--- src/rtl/spi_slave_ctrl.sv ---
// spi_slave_ctrl: SPI slave front end that deserialises command frames for the RAM and serialises read data on MISO
module spi_slave_ctrl #(
  parameter int MEM_WIDTH = 8,
  parameter int FRAME_W = MEM_WIDTH + 2
) (
  input  logic                 clk,
  input  logic                 rst_n,
  input  logic                 SS_n,
  input  logic                 MOSI,
  output logic                 MISO,
  output logic [FRAME_W-1:0]   rx_data,
  output logic                 rx_valid,
  input  logic [MEM_WIDTH-1:0] tx_data,
  input  logic                 tx_valid
);
  localparam int CW = $clog2(FRAME_W + 1);
  localparam int TW = $clog2(MEM_WIDTH + 1);
  typedef enum logic [2:0] {IDLE, CHK_CMD, WRITE, READ_ADD, READ_DATA} state_t;
  state_t state, next_state;
  logic [FRAME_W-1:0] shift;
  logic [FRAME_W-1:0] frame;
  logic [CW-1:0] bit_cnt;
  logic [MEM_WIDTH-1:0] tx_shift;
  logic [TW-1:0] tx_cnt;
  logic rd_addr_seen;
  logic receiving, frame_done, tx_start, tx_shifting;
  assign frame = {shift[FRAME_W-2:0], MOSI};
  assign receiving = !SS_n && state != IDLE && bit_cnt < CW'(FRAME_W);
  assign frame_done = receiving && bit_cnt == CW'(FRAME_W - 1);
  // tx_cnt: 0 waiting for RAM data, 1..MEM_WIDTH-1 shifting, MEM_WIDTH response finished
  assign tx_start = !SS_n && state == READ_DATA && bit_cnt == CW'(FRAME_W) && tx_cnt == '0 && tx_valid;
  assign tx_shifting = !SS_n && state == READ_DATA && tx_cnt != '0 && tx_cnt < TW'(MEM_WIDTH);
  always_ff @(posedge clk or negedge rst_n)
    if (!rst_n) state <= IDLE;
    else state <= next_state;
  always_comb begin
    next_state = state;
    if (state == IDLE) next_state = SS_n ? IDLE : CHK_CMD;
    else if (SS_n) next_state = IDLE;
    else if (state == CHK_CMD) next_state = !MOSI ? WRITE : rd_addr_seen ? READ_DATA : READ_ADD;
  end
  always_ff @(posedge clk or negedge rst_n)
    if (!rst_n) begin
      shift <= '0;
      bit_cnt <= '0;
      rx_data <= '0;
      rx_valid <= 1'b0;
      MISO <= 1'b0;
      rd_addr_seen <= 1'b0;
      tx_shift <= '0;
      tx_cnt <= '0;
    end else begin
      rx_valid <= frame_done;
      MISO <= 1'b0;
      if (SS_n || state == IDLE) begin
        bit_cnt <= '0;
        tx_cnt <= '0;
      end
      if (receiving) begin
        shift <= frame;
        bit_cnt <= bit_cnt + 1'b1;
      end
      if (frame_done) begin
        rx_data <= frame;
        if (frame[FRAME_W-1 -: 2] == 2'b10) rd_addr_seen <= 1'b1;
      end
      if (tx_start) begin
        MISO <= tx_data[MEM_WIDTH-1];
        tx_shift <= {tx_data[MEM_WIDTH-2:0], 1'b0};
        tx_cnt <= TW'(1);
      end else if (tx_shifting) begin
        MISO <= tx_shift[MEM_WIDTH-1];
        tx_shift <= tx_shift << 1;
        tx_cnt <= tx_cnt + 1'b1;
        if (tx_cnt == TW'(MEM_WIDTH - 1)) rd_addr_seen <= 1'b0;
      end
    end
endmodule

--- config.mk ---
export PLATFORM = sky130hd
export DESIGN_NAME = spi_slave_ctrl
export DESIGN_NICKNAME = d
export VERILOG_FILES = /design/src/rtl/spi_slave_ctrl.sv
export SDC_FILE = /design/constraint.sdc
export NUM_CORES = 1
export LEC_CHECK = 0
export ABC_AREA = 1
export CORE_MARGIN = 4
export CORE_UTILIZATION = 48
export CTS_BUF_LIST = sky130_fd_sc_hd__clkbuf_4 sky130_fd_sc_hd__clkbuf_8 sky130_fd_sc_hd__clkbuf_16
export CTS_CLUSTER_SIZE = 8
export DETAILED_ROUTE_END_ITERATION = 10
export PLACE_DENSITY = 0.78
export SYNTH_ARGS = -nofsm -noshare
export SYNTH_HDL_FRONTEND = slang
export SYNTH_SLANG_ARGS = --single-unit
--- constraint.sdc ---
create_clock -name clk -period 1.3 [get_ports clk]
set_input_delay 0.13 -clock clk [delete_from_list [all_inputs] [get_ports clk]]
set_output_delay 0.13 -clock clk [all_outputs]
set_load 0.02 [all_outputs]
==> metrics.md <==
| Metric | Value |
|---|---|
| Library cells used by synthesis | `24` |
| Non-filler instance count after layout | `311` |
| Peak VDD IR | `0.000819 V` |
| Core area | `0.00366 mm2` |
| Clk slew on worst S/H paths | `80 ps` |
| Post-synth ARST share | `1.00` |
| Post-synth top flop | `dfrtp_1` |
| Post-Synth Adder-Cell Area | `0.0342` |
| GRT Residual Overflow | `0` |
| Max-capacitance violation count | `0` |
| Final Critical Period | `1460 ps` |
| P&R area growth vs syn | `47.2%` |
| Via count | `1577` |
| Largest family of logic cells by synthesized area | `simple AND/OR/NAND/NOR gates` |
| Die W | `69.8 um` |
| CP Max Fanout | `9` |
| Max incr delay on CP | `390 ps` |
| Gr usage total | `0.178` |
| WL per Instance | `15.7 um` |
| Starting Density | `0.500` |
| R2R setup slack | `-160 ps` |
| Initial DRC count | `around 120` |
| Worst setup slack after layout | `-160 ps` |
| Sequential-to-total area share from yosys stat | `0.547` |
| Clock latency on the worst-skew pair | `290 ps` |
| Post-Syn Nets | `221` |
| P per Cell Area | `~1200 mW/mm2` |
| Vias per std cell | `5.07` |
| Critical Path AT | `between 1500 and 2000 ps` |
| Worst Path Required | `1530 ps` |
| Most instantiated cells after synthesis | `nand2_1 (52), dfrtp_1 (40), inv_1 (22), nand3_1 (20), o21ai_0 (16)` |
| P_sw | `0.000950 W` |
| Cell Count Post-Placement | `289` |
| Compound-Gate Fraction of Synth Area | `0.105` |
| Fin Clk Skew | `5.86 ps` |
| P_int | `approximately 0.0023 W` |
| Most numerous cell in the Yosys netlist | `nand2_1` |
| Failing checks | `setup timing` |
| Yosys top cell by area | `dfrtp_1` |
| DRC errors left | `0` |
| Post-route total power | `0.00323 W` |
| Dpl ws | `-192 ps` |
| Largest net degree at the start of global routing | `just over 40` |
| Slew @ Worst Pin | `roughly 270 ps` |
| Critical path, cell by cell | `inv_1, ha_2, inv_2, nor2_4, inv_4, nor3_4, buf_12, nand2_2, nand2_2, inv_1, nand2_1` |
| Number of core rows | `22` |
| Die Ht | `69.8 um` |
| DRT Wirelength | `about 4900 um` |
| Hold Vio Cnt, Final | `0` |
| FF/Latch Area | `0.00100 mm2` |
| Synth top area share | `0.547` |
| Crit path kind | `register to register` |
| Relative slew margins | `0.822` |
| Switch share | `0.295` |
| Synth Warn # | `0` |
| Post-synth EDFFs | `0` |
| Logic gate share of total power | `0.221` |
| CTS H-tree lvls | `2` |
| Synth Area in XOR/XNOR | `0` |
| CTS tree | `done` |
| CP endpoint kind | `register` |
| Fill count | `between 200 and 250` |
| Slowest CP cell | `dfrtp_1` |
| Status | `complete, but fails checks` |
| Syn Std Cell Area | `0.00183 mm2` |
| Syn avg cell area | `9.02 um2` |
| Drt first pass iters | `4` |
| I/O Buffers | `24` |
| Peak Freq | `0.685 GHz` |
| Startpoint Class | `register` |
| Die area | `0.00487 mm2` |
| Period Utilization, post-route | `1.12` |
| Multi-input logic area | `835 um2` |
| RSZ-0062 raised after global routing | `yes` |
| Top post-synthesis cells by area | `dfrtp_1 (55%), nand2_1 (11%), nand3_1 (5.5%)` |
| Sequential fraction of design power | `0.467` |
| Slew Viols, Final | `0` |
| Post-synthesis register bit count | `40` |
| Clock buffer count from CTS | `5` |
| Gpl congestion | `slightly below 0.8` |
| Synth Area in Simple Gates | `0.232` |
| Layout cell share with drive strength beyond 1 | `0.350` |
| Number of diodes | `0` |
| Clock share of power | `0.312` |
| Post-synthesis mux area share | `0` |
| Io pins | `25` |
| Hold Path Class | `primary input to asynchronous set/reset pin` |
| P_leak | `1.33 nW` |
| Final Setup Violations | `34` |
| Number of global-route vias before repair | `1536` |
| First-pass GRT wire length | `6800 um` |
| Final hold slack | `334 ps` |
| Root Driver | `clkbuf_8` |
| Routed Antenna Nets | `0` |
| DP HPWL | `2570 um` |
| Clk buf depth | `2` |
| Clock sink count | `40` |
| Nets | `280` |
| Initial antenna violation count | `0` |
| Mapped Cells | `203` |
what timing repair did:
item | 4_1_cts | 5_1_grt
buffers inserted | 6 | 3
resized for setup | 23 | 44
cloned | 1 | 3
hold buffers | 1 | 0
pin swaps | 6 | 8
hold endpoints to repair | 40 | 0
setup endpoints to repair | 46 | 35
layout make-up:
| cell class | count | share of cell area |
|---|---|---|
| inverter | 27 | 0.0395 |
| clock buffer | 6 | 0.0283 |
| multi-input combinational | 130 | 0.310 |
| sequential | 40 | 0.372 |
| clock inverter | 2 | 0.0130 |
| timing repair buffer | 58 | 0.215 |
| tap | 48 | 0.0223 |
layout by cell type, fill, tap and decap left out, types with 3 or more instances in the layout:
cell	netlist	final
inv_1	22	18
nand2_4	0	7
clkbuf_8	0	5
nand2_2	3	9
clkdlybuf4s50_1	0	11
buf_4	1	20
nand2_1	52	39
nor2_2	2	4
nand3_1	20	19
buf_6	2	8
dlygate4sd2_1	0	12
o21ai_1	10	8
o21ai_2	2	5
nor2_4	2	4
buf_12	0	3
a21oi_1	4	3
dfrtp_1	40	39
inv_2	5	7
ha_1	5	3
o21ai_0	16	13
per-layer routing:
layer / track usage / part of all wire / vias to the layer above
li1: - / - / 768
met2: 0.299 / 0.51 / 40
met1: 0.220 / 0.43 / 756
met3: 0.0348 / 0.040 / 13
met5: 0 / 0 / -
met4: 0.0830 / 0.027 / 0
power groups by stage:
stage               logic, W  clock network [W]  registers (W)
floorplan           0.000344                  0        0.00150
global route        0.000792            0.00107        0.00152
CTS                 0.000615            0.00103        0.00149
global placement    0.000559                  0        0.00151
detailed placement  0.000587                  0        0.00151
finish              0.000711            0.00101        0.00151
per-stage QoR:
stage | cell area [um2] | utilization | setup TNS [ps]
global placement | 2270 | 0.620 | -2940
CTS | 2460 | 0.673 | -980
global route | 2700 | 0.736 | -4660
floorplan | 1830 | - | -121
detailed placement | 2270 | 0.620 | -4090
finish | 2700 | 0.736 | -2260
cells by family (layout without fill, tap and decap cells):
kind of cell | Yosys count | after routing
buffers and inverters | 34 | 93
adder cells (fa/ha/maj) | 5 | 5
AND/OR/NAND/NOR | 90 | 91
flip-flops | 40 | 40
AO/OA/AOI/OAI | 34 | 34
worst max-delay path: cells and delay by family (launching register included):
kind | cells | cell delay [ps]
adders and majority gates | 1 | 180
DFF | 1 | 390
and+or+nand+nor | 5 | 430
buffers and inverters | 5 | 400
registers in the layout, summed over array words and instances (netlist names):
register / cells
rx_data: 10
shift: 9
rx_valid: 1
bit_cnt: 4
tx_shift: 7
MISO: 1
tx_cnt: 4
state: 3
rd_addr_seen: 1
final timing paths:
check	cells after the start	end	from
setup reg to reg	11	tx_cnt[0]$_DFFE_PN0P_	tx_cnt[1]$_DFFE_PN0P_
setup / recovery	11	tx_cnt[0]$_DFFE_PN0P_	tx_cnt[1]$_DFFE_PN0P_
max in group asynchronous	3	bit_cnt[1]$_DFFE_PN0P_	rst_n
min in group clk	3	tx_shift[1]$_DFFE_PN0P_	tx_data[0]
hold reg to reg	2	tx_shift[1]$_DFFE_PN0P_	tx_shift[1]$_DFFE_PN0P_
hold / removal	3	tx_cnt[1]$_DFFE_PN0P_	rst_n
Power figures use the tool's default switching activity.
